===== src/rtl/led_pwm_out.sv =====
// LED PWM consumer of the shared ramp bus: per-channel duty compare with
// shadowed duty writes that only take effect at ramp period boundaries.

module led_pwm_lane #(
    parameter int WIDTH = 8
) (
    input  logic             clk,
    input  logic             rst_n,
    input  logic [WIDTH-1:0] ramp,
    input  logic             wrap,
    input  logic             run,
    input  logic             wr_en,
    input  logic [WIDTH-1:0] wr_duty,
    output logic             pending,
    output logic             pwm
);
    logic [WIDTH-1:0] shadow;
    logic [WIDTH-1:0] active;
    logic [WIDTH-1:0] duty_eff;

    // The committing value must already drive the compare in the wrap cycle.
    assign duty_eff = (wrap && pending) ? shadow : active;

    always_ff @(posedge clk or negedge rst_n) begin
        if (!rst_n) begin
            shadow  <= '0;
            active  <= '0;
            pending <= 1'b0;
            pwm     <= 1'b0;
        end else begin
            if (wrap && pending) begin
                active  <= shadow;
                pending <= 1'b0;
            end
            // wr_en implies the slot was idle, so it never collides with a commit.
            if (wr_en) begin
                shadow  <= wr_duty;
                pending <= 1'b1;
            end
            pwm <= run && (ramp < duty_eff);
        end
    end
endmodule

module led_pwm_out #(
    parameter int CHANNELS = 3,
    parameter int WIDTH    = 8
) (
    input  logic                clk,
    input  logic                rst_n,
    input  logic [WIDTH-1:0]    ramp,
    input  logic                enable,
    input  logic                wr_valid,
    output logic                wr_ready,
    input  logic [2:0]          wr_chan,
    input  logic [WIDTH-1:0]    wr_duty,
    output logic [CHANNELS-1:0] pwm,
    output logic                period_start,
    output logic                err
);
    typedef enum logic [1:0] {OFF, SYNC, RUN} state_t;

    state_t              state;
    logic [WIDTH-1:0]    ramp_q;
    logic                wrap;
    logic                run_go;
    logic                chan_ok;
    logic [7:0]          pend8;
    logic [CHANNELS-1:0] pending;
    logic [CHANNELS-1:0] wr_en;

    assign wrap    = ramp < ramp_q;
    assign chan_ok = 32'(wr_chan) < CHANNELS;
    // Unused upper slots read as idle, so out-of-range writes are always ready.
    assign pend8    = 8'(pending);
    assign wr_ready = ~pend8[wr_chan];
    // Entering RUN on a wrap includes that cycle so the first pulse is whole;
    // dropping enable clears pwm on the same edge that leaves RUN.
    assign run_go = enable && ((state == RUN) || ((state == SYNC) && wrap));

    for (genvar i = 0; i < CHANNELS; i++) begin : g_lane
        assign wr_en[i] = wr_valid && wr_ready && (wr_chan == 3'(i));

        led_pwm_lane #(.WIDTH(WIDTH)) u_lane (
            .clk     (clk),
            .rst_n   (rst_n),
            .ramp    (ramp),
            .wrap    (wrap),
            .run     (run_go),
            .wr_en   (wr_en[i]),
            .wr_duty (wr_duty),
            .pending (pending[i]),
            .pwm     (pwm[i])
        );
    end

    always_ff @(posedge clk or negedge rst_n) begin
        if (!rst_n) begin
            state        <= OFF;
            ramp_q       <= '0;
            period_start <= 1'b0;
            err          <= 1'b0;
        end else begin
            ramp_q       <= ramp;
            period_start <= wrap;
            if (wr_valid && !chan_ok)
                err <= 1'b1;
            case (state)
                OFF:     if (enable) state <= SYNC;
                SYNC:    if (!enable) state <= OFF;
                         else if (wrap) state <= RUN;
                RUN:     if (!enable) state <= OFF;
                default: state <= OFF;
            endcase
        end
    end
endmodule


===== config.mk =====
export PLATFORM = sky130hd
export DESIGN_NAME = led_pwm_out
export DESIGN_NICKNAME = d
export VERILOG_FILES = /design/src/rtl/led_pwm_out.sv
export SDC_FILE = /design/constraint.sdc
export NUM_CORES = 1
export LEC_CHECK = 0
export BUFFER_PORTS_ARGS = -buffer_cell sky130_fd_sc_hd__buf_4
export CORE_MARGIN = 5
export CORE_UTILIZATION = 61
export CTS_BUF_LIST = sky130_fd_sc_hd__clkbuf_8
export DETAILED_ROUTE_END_ITERATION = 10
export GPL_TIMING_DRIVEN = 0
export MAX_ROUTING_LAYER = met4
export PLACE_DENSITY_LB_ADDON = 0.12
export SETUP_SLACK_MARGIN = 0.02
export SYNTH_ARGS = -nofsm -noshare
export SYNTH_HDL_FRONTEND = slang
export SYNTH_SLANG_ARGS = --single-unit

===== constraint.sdc =====
create_clock -name clk -period 3.8 [get_ports clk]
set_input_delay 0.38 -clock clk [delete_from_list [all_inputs] [get_ports clk]]
set_output_delay 0.38 -clock clk [all_outputs]
set_load 0.05 [all_outputs]

## After elaboration in Yosys (flattened, before gate mapping)

Cells that the tools add are included.
Widths: inputs -> output; s select.

- Register bits after elaboration: 66
- Input port bits: 23
- Output and inout bits: 6
- Logic and storage cells: 67

- Magnitude comparators: 6
- Eq/ne operators: 7
- Multiplexer cells: 16
- Bitwise operators: 1
- Reduce and logical (&&, ||, !) cells: 21

Operators with widths:

| cell | number |
|---|---|
| $lt 8x8->1 | 4 |
| $mux 8 | 3 |
| $logic_and 1x1->1 | 13 |
| $mux 2 | 4 |
| $mux 1 | 7 |
| $pmux 2 s3 | 1 |
| $reduce_bool 2->1 | 3 |
| $lt 3x4->1 const B | 1 |
| $ne 2x2->1 const B | 2 |
| $bmux 1 s3 | 1 |
| $eq 3x1->1 const B | 1 |
| $eq 3x2->1 const B | 1 |
| $logic_not 3->1 | 1 |
| $lt 3x2->1 const B | 1 |
| $ne 3x2->1 const B | 1 |
| $reduce_and 3->1 | 1 |
| $eq 2x1->1 const B | 1 |
| $eq 2x2->1 const B | 1 |
| $logic_not 2->1 | 1 |
| $logic_not 1->1 | 1 |
| $logic_or 1x1->1 | 1 |
| $not 1->1 | 1 |

## Logic depth before layout (Yosys ltp)

Gate-level depths: netlist (run 1).

- Depth in word-level cells: 6
- Depth in mapped cells: 15
- Gate-level depth less buffers: 15

## Hierarchy

From an unflattened synthesis (run 1), not the netlist that was laid out.

- Cell total of the unflattened synthesis: 249
- Area, all modules: 3130.5 sq um

By module, submodules not included:

| module | times used | cells each | area each (sq um) | sequential area each (sq um) |
|---|---|---|---|---|
| led_pwm_lane | 3 | 65 | 844.6 | 450.4 |
| led_pwm_out | 1 | 54 | 596.8 | 300.3 |

## Worst setup path after synthesis (run 1)

No wires, ideal clock.

- Kind: input-to-reg
- From: in ramp[2]
- To: reg g_lane[1].u_lane.pwm
- Setup time: 0.065 ns
- Arrival: 2.937 ns
- Data required time: 3.735 ns
- Path slack: 0.798 ns
- Stages on the path: 14
- Cells stage by stage: ha_1 or3_1 a21oi_2 a211o_4 nand3_4 mux2_2 inv_1 ha_1 a21o_1 a21oi_1 o21ai_0 a221oi_1 nand4_1 o21ba_1

- Longest elaborated chain between the ends: 5
- Elaborated cells between the ends (all ways): 8
- Those cells by class: order compare (2); mux (1); reduce/logical (5)

Ends and longest elaborated chain:

| item | RTL line | RTL |
|---|---|---|
| from (decl) | 51 | `input logic [WIDTH-1:0] ramp,` |
| $lt 8x8->1 | 72 | `assign wrap = ramp < ramp_q;` |
| $logic_and 1x1->1 | 22 | `assign duty_eff = (wrap && pending) ? shadow : active;` |
| $mux 8 | n/a |  |
| via g_lane[1].u_lane.duty_eff[5] | 19 | `logic [WIDTH-1:0] duty_eff;` |
| $lt 8x8->1 | 40 | `pwm <= run && (ramp < duty_eff);` |
| $logic_and 1x1->1 | 40 |  |
| to (signal assigned) | 40 |  |
| to (decl) | 15 | `output logic pwm` |

The timed path passes the listed nets, and every way through them passes these cells.
A chain may end at the register's enable or synchronous reset.

## Worst setup path after layout (run 1)

- From: reg ramp_q[2]
- To: reg g_lane[0].u_lane.pwm

- Longest elaborated chain between the ends: 5
- Elaborated cells between the ends (all ways): 8
- Those cells by class: order compare (2); mux (1); reduce/logical (5)

Ends and longest elaborated chain:

| item | RTL line | RTL |
|---|---|---|
| from (decl) | 64 | `logic [WIDTH-1:0] ramp_q;` |
| from (signal assigned) | 104 | `ramp_q <= ramp;` |
| $lt 8x8->1 (*) | 72 |  |
| $logic_and 1x1->1, on equally long branches | 22, 79 |  |
| $mux 8 or $logic_or 1x1->1 (tied branches) | 22, 79 |  |
| $lt 8x8->1 or $logic_and 1x1->1 (tied branches) | 40, 79 |  |
| $logic_and 1x1->1 (*) | 40 |  |
| to (signal assigned) | 40 |  |
| to (decl) | 15 |  |

Every way passes the cells marked *; elsewhere a longest branch is shown, timed or not.

==> results of run 1 <==
[cells by family (layout without fill, tap and decap cells)]
group | count (synthesis) | in the layout | share of synthesized area (%)
mux | 49 | 49 | 17.0
buf+inv | 39 | 82 | 4.96
simple gates | 41 | 41 | 7.91
compound gates | 29 | 29 | 7.17
flops | 66 | 66 | 52.0
fa+ha+maj | 28 | 28 | 11.0
[layout by cell type (no fill, tap or decap), drive strengths merged]
cell type,instances
a21o,7
o21ba,3
inv,35
nand2,9
mux2i,19
o21a,1
mux2,30
nor2,10
nand2b,2
nor4b,1
nand4,5
or3,1
a2111oi,2
a41o,1
ha,28
and3,1
a221oi,1
clkinv,2
clkbuf,12
nand3,10
and2,1
dfrtp,66
nor4,1
o22ai,1
a211o,1
a21oi,8
buf,30
bufinv,3
o21ai,4
[stage by stage]
stage | utilization [%] | hold WS [ns] | power [mW]
floorplan | - | 0.0844 | 1.42
global placement | 68.3 | 0.440 | 1.57
detailed placement | 68.3 | 0.445 | 1.61
CTS | 73.3 | 0.164 | 2.34
global route | 73.3 | 0.184 | 2.48
finish | 73.3 | 0.133 | 2.33
[what timing repair did]
action | CTS | global route
gates resized for setup | 0 | 1
setup endpoints to repair | 0 | 1
setup buffers | 0 | 0
[report_power, final]
| part | internal, mW | total (mW) | switching (mW) |
|---|---|---|---|
| clock network | 0.469 | 0.730 | 0.261 |
| logic | 0.291 | 0.624 | 0.332 |
| registers | 0.901 | 0.971 | 0.0697 |
[cell type report]
class                      instances  area (µm²)  area share, %
buffer                             4        26.3          0.706
clock inverter                     5         100           2.69
sequential                        66        1650           44.4
inverter                          35         131           3.53
multi-input combinational        147        1370           36.8
tap                               70        87.6           2.35
timing repair buffer              27         203           5.45
clock buffer                      11         151           4.07
[how the worst max path moves through the flow]
stage | from | endpoint | slack (ns) | depth (start not counted)
after floorplan | ramp[2] | g_lane[1].u_lane.pwm$_DFF_PN0_ | 0.80 | 14
after detailed placement | ramp[2] | g_lane[0].u_lane.pwm$_DFF_PN0_ | 0.03 | 14
after global routing | ramp_q[2]$_DFF_PN0_ | g_lane[0].u_lane.pwm$_DFF_PN0_ | 0.07 | 14
after global placement | ramp[2] | g_lane[0].u_lane.pwm$_DFF_PN0_ | 0.05 | 14
final | ramp_q[2]$_DFF_PN0_ | g_lane[0].u_lane.pwm$_DFF_PN0_ | 0.32 | 14
after CTS | ramp_q[2]$_DFF_PN0_ | g_lane[0].u_lane.pwm$_DFF_PN0_ | 0.20 | 14
[flip-flops by register name, summed over array words and instances, names as in the netlist]
signal                 count
g_lane.u_lane.pwm          3
period_start               1
g_lane.u_lane.shadow      24
g_lane.u_lane.active      24
ramp_q                     8
err                        1
state                      2
g_lane.u_lane.pending      3
[per-layer routing]
| metal | wire length [µm] | vias up |
|---|---|---|
| li1 | - | 945 |
| met1 | 2710 | 947 |
| met2 | 2870 | 29 |
| met3 | 167 | 18 |
| met4 | 206 | 0 |
| met5 | 0 | - |
==> summary.txt, run 1 <==
Synth
  – Post-synth EDFFs: 0
  – Post-synthesis sequential area ratio: slightly above 50%
  – Syn avg cell area: approximately 13 µm²
  – Post-synthesis net count: between 300 and 400
  – Post-Synthesis Cells: between 200 and 300
  – Most common cell in the netlist: dfrtp_1
  – Top post-synthesis cells by area: dfrtp_1 52%, ha_1 11%, mux2_2 9.6%
  – Asr flop ratio synth: 100%
  – Synthesis-stage register bit count: between 60 and 70
  – Top post-synthesis cells by count: 66 x dfrtp_1, 35 x inv_1, 28 x ha_1
  – Synth area leader: dfrtp_1
  – Post-synth top area share: about half
  – Synth Warn #: 0
  – Post-synth top flop: dfrtp_1
  – Mapped cell area: between 0.003 and 0.004 mm²
  – Post-synthesis cell type count: 32

Placed design
  – Area of placed instances: approximately 0.0035 mm²
  – Post-DP HPWL: between 4 and 5 mm
  – Final RePlAce weighted congestion: 0.824
  – PortBufs: 27
  – Pre-CTS setup slack: about 0.028 ns
  – Inst Count DP: approximately 350

Global route
  – Met1 GRT Util: 27.1%
  – Met3 Use GR: around 4.2%
  – GRT Residual Overflow: 0
  – Number of global-route vias before repair: between 2000 and 2500
  – Initial antenna violation count: 0
  – Total track usage: a little over a fifth
  – Global-route wire length before repair: about 10 mm
  – Largest net degree at the start of global routing: 67
  – Most used routing layer: met2
  – Met2 Use GR: roughly 32%

CTS
  – Reg clk slew, reported paths: 0.07 ns
  – Post-cts hold buffer count: 0
  – Worst-Skew Late Latency: about 0.34 ns
  – Clock tree from TritonCTS: done
  – Num CTS Buffers: 9
  – Root Driver: clkbuf_8
  – Clk buf depth: 2
  – Htree depth: 3
  – Clock sink count: between 60 and 70

Drt
  – Vias: between 1500 and 2000
  – Post-DRT Antenna Nets: 0
  – WL final: 5.95 mm
  – Drt drc: 0
  – First-pass DRT Iterations: 4
  – Average wire per standard cell: about 16 µm
  – Vias per cell: 5.31
  – Iter 0 DRT Violations: 89

Setup path
  – Register-to-register setup slack: roughly 0.32 ns
  – Critical path arrival: roughly 3.8 ns
  – CP Class: reg -> reg
  – Critical path peak fanout: 8
  – Worst path top cell family by delay: compound AO/OA/AOI/OAI gates
  – R2R depth: 14
  – Worst R2R End: g_lane[0].u_lane.pwm$_DFF_PN0_
  – CP dominant cell by count: ha_1
  – Crit path largest cell delay: 0.51 ns
  – Crit. End Element: flop
  – Worst path buffer plus inverter count: 1
  – Worst path cell trace: inv_1 -> ha_1 -> or3_1 -> a21oi_2 -> a211o_4 -> nand3_4 -> mux2i_1 -> ha_1 -> a21o_1 -> a21oi_1 -> nor2_1 -> a2111oi_1 -> nand4_1 -> o21ba_1
  – Slowest cell on crit path: a2111oi_1
  – R2r startpoint: ramp_q[2]$_DFF_PN0_
  – Critical Path RT: roughly 4.1 ns
  – Crit start category: flop

STA
  – Final Max Tran Viols: 0
  – RSZ-0062 raised after global routing: false
  – Slew margin rel.: a little over two fifths
  – Fin crit period: approximately 3.5 ns
  – Clock skew: between 0.007 and 0.008 ns
  – Setup TNS: 0 ns
  – Worst Max-Slew Pin Slew: 0.851 ns
  – Max Freq: about 0.29 GHz
  – Final worst slack: ~0.32 ns
  – Crit share post-route: 91.6%
  – Final hold violation count: 0
  – Setup Viol. Count Final: 0

Floorplan
  – Initial Util: 62.6%
  – Rows: 26
  – Die Wd: 82.2 µm
  – Die Y: between 80 and 90 µm
  – Die ar.: about 0.0068 mm²
  – Core footprint: about 0.0051 mm²
  – I/O pin count: 29

Final layout
  – Area growth syn-to-layout: 17.1%
  – # fillers: around 380
  – Post-layout instance area: approximately 0.0037 mm²
  – Nets: between 300 and 400
  – Layout cell share with drive strength beyond 1: 28.8%
  – Antenna diodes: 0
  – Layout Cells excl Fill: between 300 and 400

Power and ir drop
  – Pwr/cell area: approximately 620 mW/mm²
  – Pleak: about 2.0 nW
  – Worst VDD drop: 0.366 mV

Job
  – Max Cap Violations: 0

Run status
  – Status: finished, final reports clean

Worst hold path
  – Hold WC Path Type: in -> async
Power figures use the tool's default switching activity.
==> run 2: changes to the inputs <==
- ABC_AREA: unset -> 1
==> summary.txt, run 2 <==
STA
  – Setup Viol. Count Final: 0 (unchanged)
  – Crit share post-route: 76.1% (-15 points)
  – Max Freq: 0.346 GHz (+20%)
  – Clock skew: 0.00751 ns (-0.0000675 ns)
  – Setup TNS: 0 ns (unchanged)
  – Worst Max-Slew Pin Slew: 0.820 ns (-0.0305 ns)
  – Min Hold Slack: 0.107 ns (-0.0268 ns)
  – Final hold violation count: 0 (unchanged)
  – RSZ-0062 raised after global routing: false
  – Final Max Tran Viols: 0 (unchanged)
  – Slew margin rel.: 45.3% (+2.3 points)
  – Fin crit period: 2.89 ns (-0.589 ns)

Power and ir drop
  – Flop pwr share: 40.0% (-1.8 points)
  – Pleak: 2.03 nW (+3.3%)
  – Combinational cell fraction of total power: 27.4% (+0.6 points)
  – Clk pwr share: 32.6% (+1.2 points)
  – Sw Share: 31.2% (+2.7 points)
  – Worst VDD drop: 0.353 mV (-3.6%)
  – Pwr/cell area: 628 mW/mm² (+0.51%)
  – NetSw: 0.750 mW (+13%)
  – Power, Total: 2.40 mW (+3.3%)
  – Int Pwr: 1.65 mW (-0.67%)

CTS
  – Worst-Skew Late Latency: 0.35 ns (about the same)
  – Root Driver: clkbuf_8
  – Post-cts hold buffer count: 0 (unchanged)
  – Htree depth: 3 (unchanged)
  – Clock tree from TritonCTS: done
  – Post-CTS sizing: 0 (unchanged)
  – Num CTS Buffers: 9 (unchanged)
  – Postcts setup bufs: 0 (unchanged)
  – Clock sink count: 66 (unchanged)
  – Clk buf depth: 2 (unchanged)
  – Reg clk slew, reported paths: 0.08 ns (about the same)

Global route
  – Global-route wire length before repair: 11.2 mm (+11%)
  – GRT Residual Overflow: 0 (unchanged)
  – Total track usage: 21.3% (-0.047 points)
  – Initial antenna violation count: 0 (unchanged)
  – Largest net degree at the start of global routing: 67 (unchanged)
  – Number of global-route vias before repair: 2356 (+15%)

Synth
  – Syn avg cell area: 9.39 µm² (-26%)
  – Post-synth top area share: 50.7% (-1.3 points)
  – Top post-synthesis cells by count: 68 x nand2_1, 66 x dfrtp_1, 63 x inv_1
  – Mapped cell area: 0.00326 mm² (+2.6%)
  – Post-synth top flop: dfrtp_1
  – Asr flop ratio synth: 100% (unchanged)
  – Synth Warn #: 0 (unchanged)
  – Synthesis-stage register bit count: 66 (unchanged)
  – Post-synthesis sequential area ratio: 50.7% (-1.3 points)
  – Post-synth EDFFs: 0 (unchanged)
  – Synth area leader: dfrtp_1
  – Post-Synthesis Cells: 347 (+38%)
  – Most common cell in the netlist: nand2_1
  – Post-synthesis net count: 398 (+31%)
  – Post-synthesis cell type count: 26 (-19%)
  – Top post-synthesis cells by area: dfrtp_1 51%, ha_1 11%, nand2_1 7.8%

Final layout
  – Commonest non-fill, non-tap cell in the layout: nand2_1
  – Antenna diodes: 0 (unchanged)
  – Largest registers: g_lane.u_lane.active (24), g_lane.u_lane.shadow (24), ramp_q (8)
  – Post-layout instance area: 0.00382 mm² (+2.7%)
  – # fillers: 405 (+6.9%)
  – Nets: 437 (+28%)
  – Area growth syn-to-layout: 17.3%
  – Layout Cells excl Fill: 461 (+26%)
  – Layout cell share with drive strength beyond 1: 22.5% (-6.3 points)
  – Commonest non-fill, non-tap cells in the layout: 68 x nand2_1, 66 x dfrtp_1, 63 x inv_1, 31 x buf_4, 28 x ha_1

Placed design
  – Inst Count DP: 445 (+28%)
  – Post-DP HPWL: 4.76 mm (+13%)
  – Area of placed instances: 0.00356 mm² (+2.6%)
  – PortBufs: 28 (+3.7%)
  – Final RePlAce weighted congestion: 0.787 (-4.5%)

Setup path
  – Crit start category: flop
  – Critical path arrival: 3.16 ns (-0.59 ns)
  – Critical Path RT: 4.07 ns (about the same)
  – Crit. End Element: flop
  – CP Class: reg -> reg
  – Critical path peak fanout: 8 (unchanged)

Floorplan
  – Initial Util: 63.4% (+0.79 points)
  – Die Y: 83.1 µm (+1.1%)
  – Die Wd: 83.1 µm (+1.1%)
  – Core footprint: 0.00514 mm² (+1.3%)
  – Die ar.: 0.00690 mm² (+2.2%)
  – I/O pin count: 29 (unchanged)
  – Rows: 26 (unchanged)

Drt
  – Vias per cell: 5.12 (-3.6%)
  – Post-DRT Antenna Nets: 0 (unchanged)
  – WL final: 6.55 mm (+10%)
  – Average wire per standard cell: 14.2 µm (-13%)
  – Vias: 2360 (+22%)
  – Drt drc: 0 (unchanged)
  – First-pass DRT Iterations: 4 (unchanged)
  – Iter 0 DRT Violations: 143 (+61%)

Job
  – Max Cap Violations: 0 (unchanged)

Worst hold path
  – Hold WC Path Type: in -> async

Run status
  – Status: finished, final reports clean
-- run 2: path summary, 6_finish.rpt --
check,depth (start not counted),slack (ns),to,start
worst max-delay path,15,0.91,g_lane[1].u_lane.pwm$_DFF_PN0_,ramp_q[7]$_DFF_PN0_
worst min register to register,1,0.46,err$_DFFE_PN0P_,err$_DFFE_PN0P_
max in group asynchronous,1,3.14,ramp_q[7]$_DFF_PN0_,rst_n
min in group clk,1,0.15,ramp_q[0]$_DFF_PN0_,ramp[0]
worst min-delay path,1,0.11,period_start$_DFF_PN0_,rst_n
worst max register to register,15,0.91,g_lane[1].u_lane.pwm$_DFF_PN0_,ramp_q[7]$_DFF_PN0_
-- run 2: worst max-delay path: stages (launching register included) --
cell      delay, ns
dfrtp_1        0.36
inv_1          0.05
ha_1           0.23
a21oi_1        0.15
o21a_1         0.31
nand3_1        0.32
inv_1          0.30
nand2_1        0.07
o21ai_0        0.11
inv_1          0.07
ha_1           0.29
a21oi_1        0.13
nor2_1         0.05
a211oi_1       0.18
nand2_1        0.09
a21oi_1        0.12
-- run 2: cells by family after synthesis --
logic type,count (synthesis),share of synthesized area [%]
compound gates,67,12.7
fa+ha+maj,28,10.7
buf+inv,70,9.10
flops,66,50.7
simple gates,116,16.8
-- run 2: final cells by class --
| cell class | count | area, µm² | share of cell area [%] |
|---|---|---|---|
| buffer | 6 | 56.3 | 1.47 |
| clock buffer | 9 | 124 | 3.24 |
| clock inverter | 7 | 141 | 3.70 |
| inverter | 64 | 240 | 6.28 |
| multi-input combinational | 211 | 1310 | 34.3 |
| sequential | 66 | 1650 | 43.2 |
| tap | 70 | 87.6 | 2.29 |
| timing repair buffer | 28 | 210 | 5.50 |
-- run 2: through the flow --
stage          util (%)  worst slack [ns]
2_1_floorplan         -              1.42
3_3_place_gp       69.2             0.800
3_5_place_dp       69.2             0.721
4_1_cts            74.4             0.893
5_1_grt            74.4             0.566
6_report           74.4             0.909
-- run 2: metal layers --
layer / vias up / global-route usage (%) / wire [µm]
met1: 1112 / 28.0 / 3170
li1: 1196 / - / -
met4: 0 / 8.02 / 116
met3: 12 / 5.54 / 274
met5: - / - / 0
met2: 40 / 31.9 / 2990
-- run 2: power groups by stage --
stage / clock, mW / sequential (mW) / combinational, mW
after floorplan: 0 / 0.949 / 0.479
after global placement: 0 / 0.966 / 0.613
after detailed placement: 0 / 0.972 / 0.649
after CTS: 0.786 / 0.959 / 0.663
after global routing: 0.821 / 0.981 / 0.765
final: 0.782 / 0.961 / 0.657
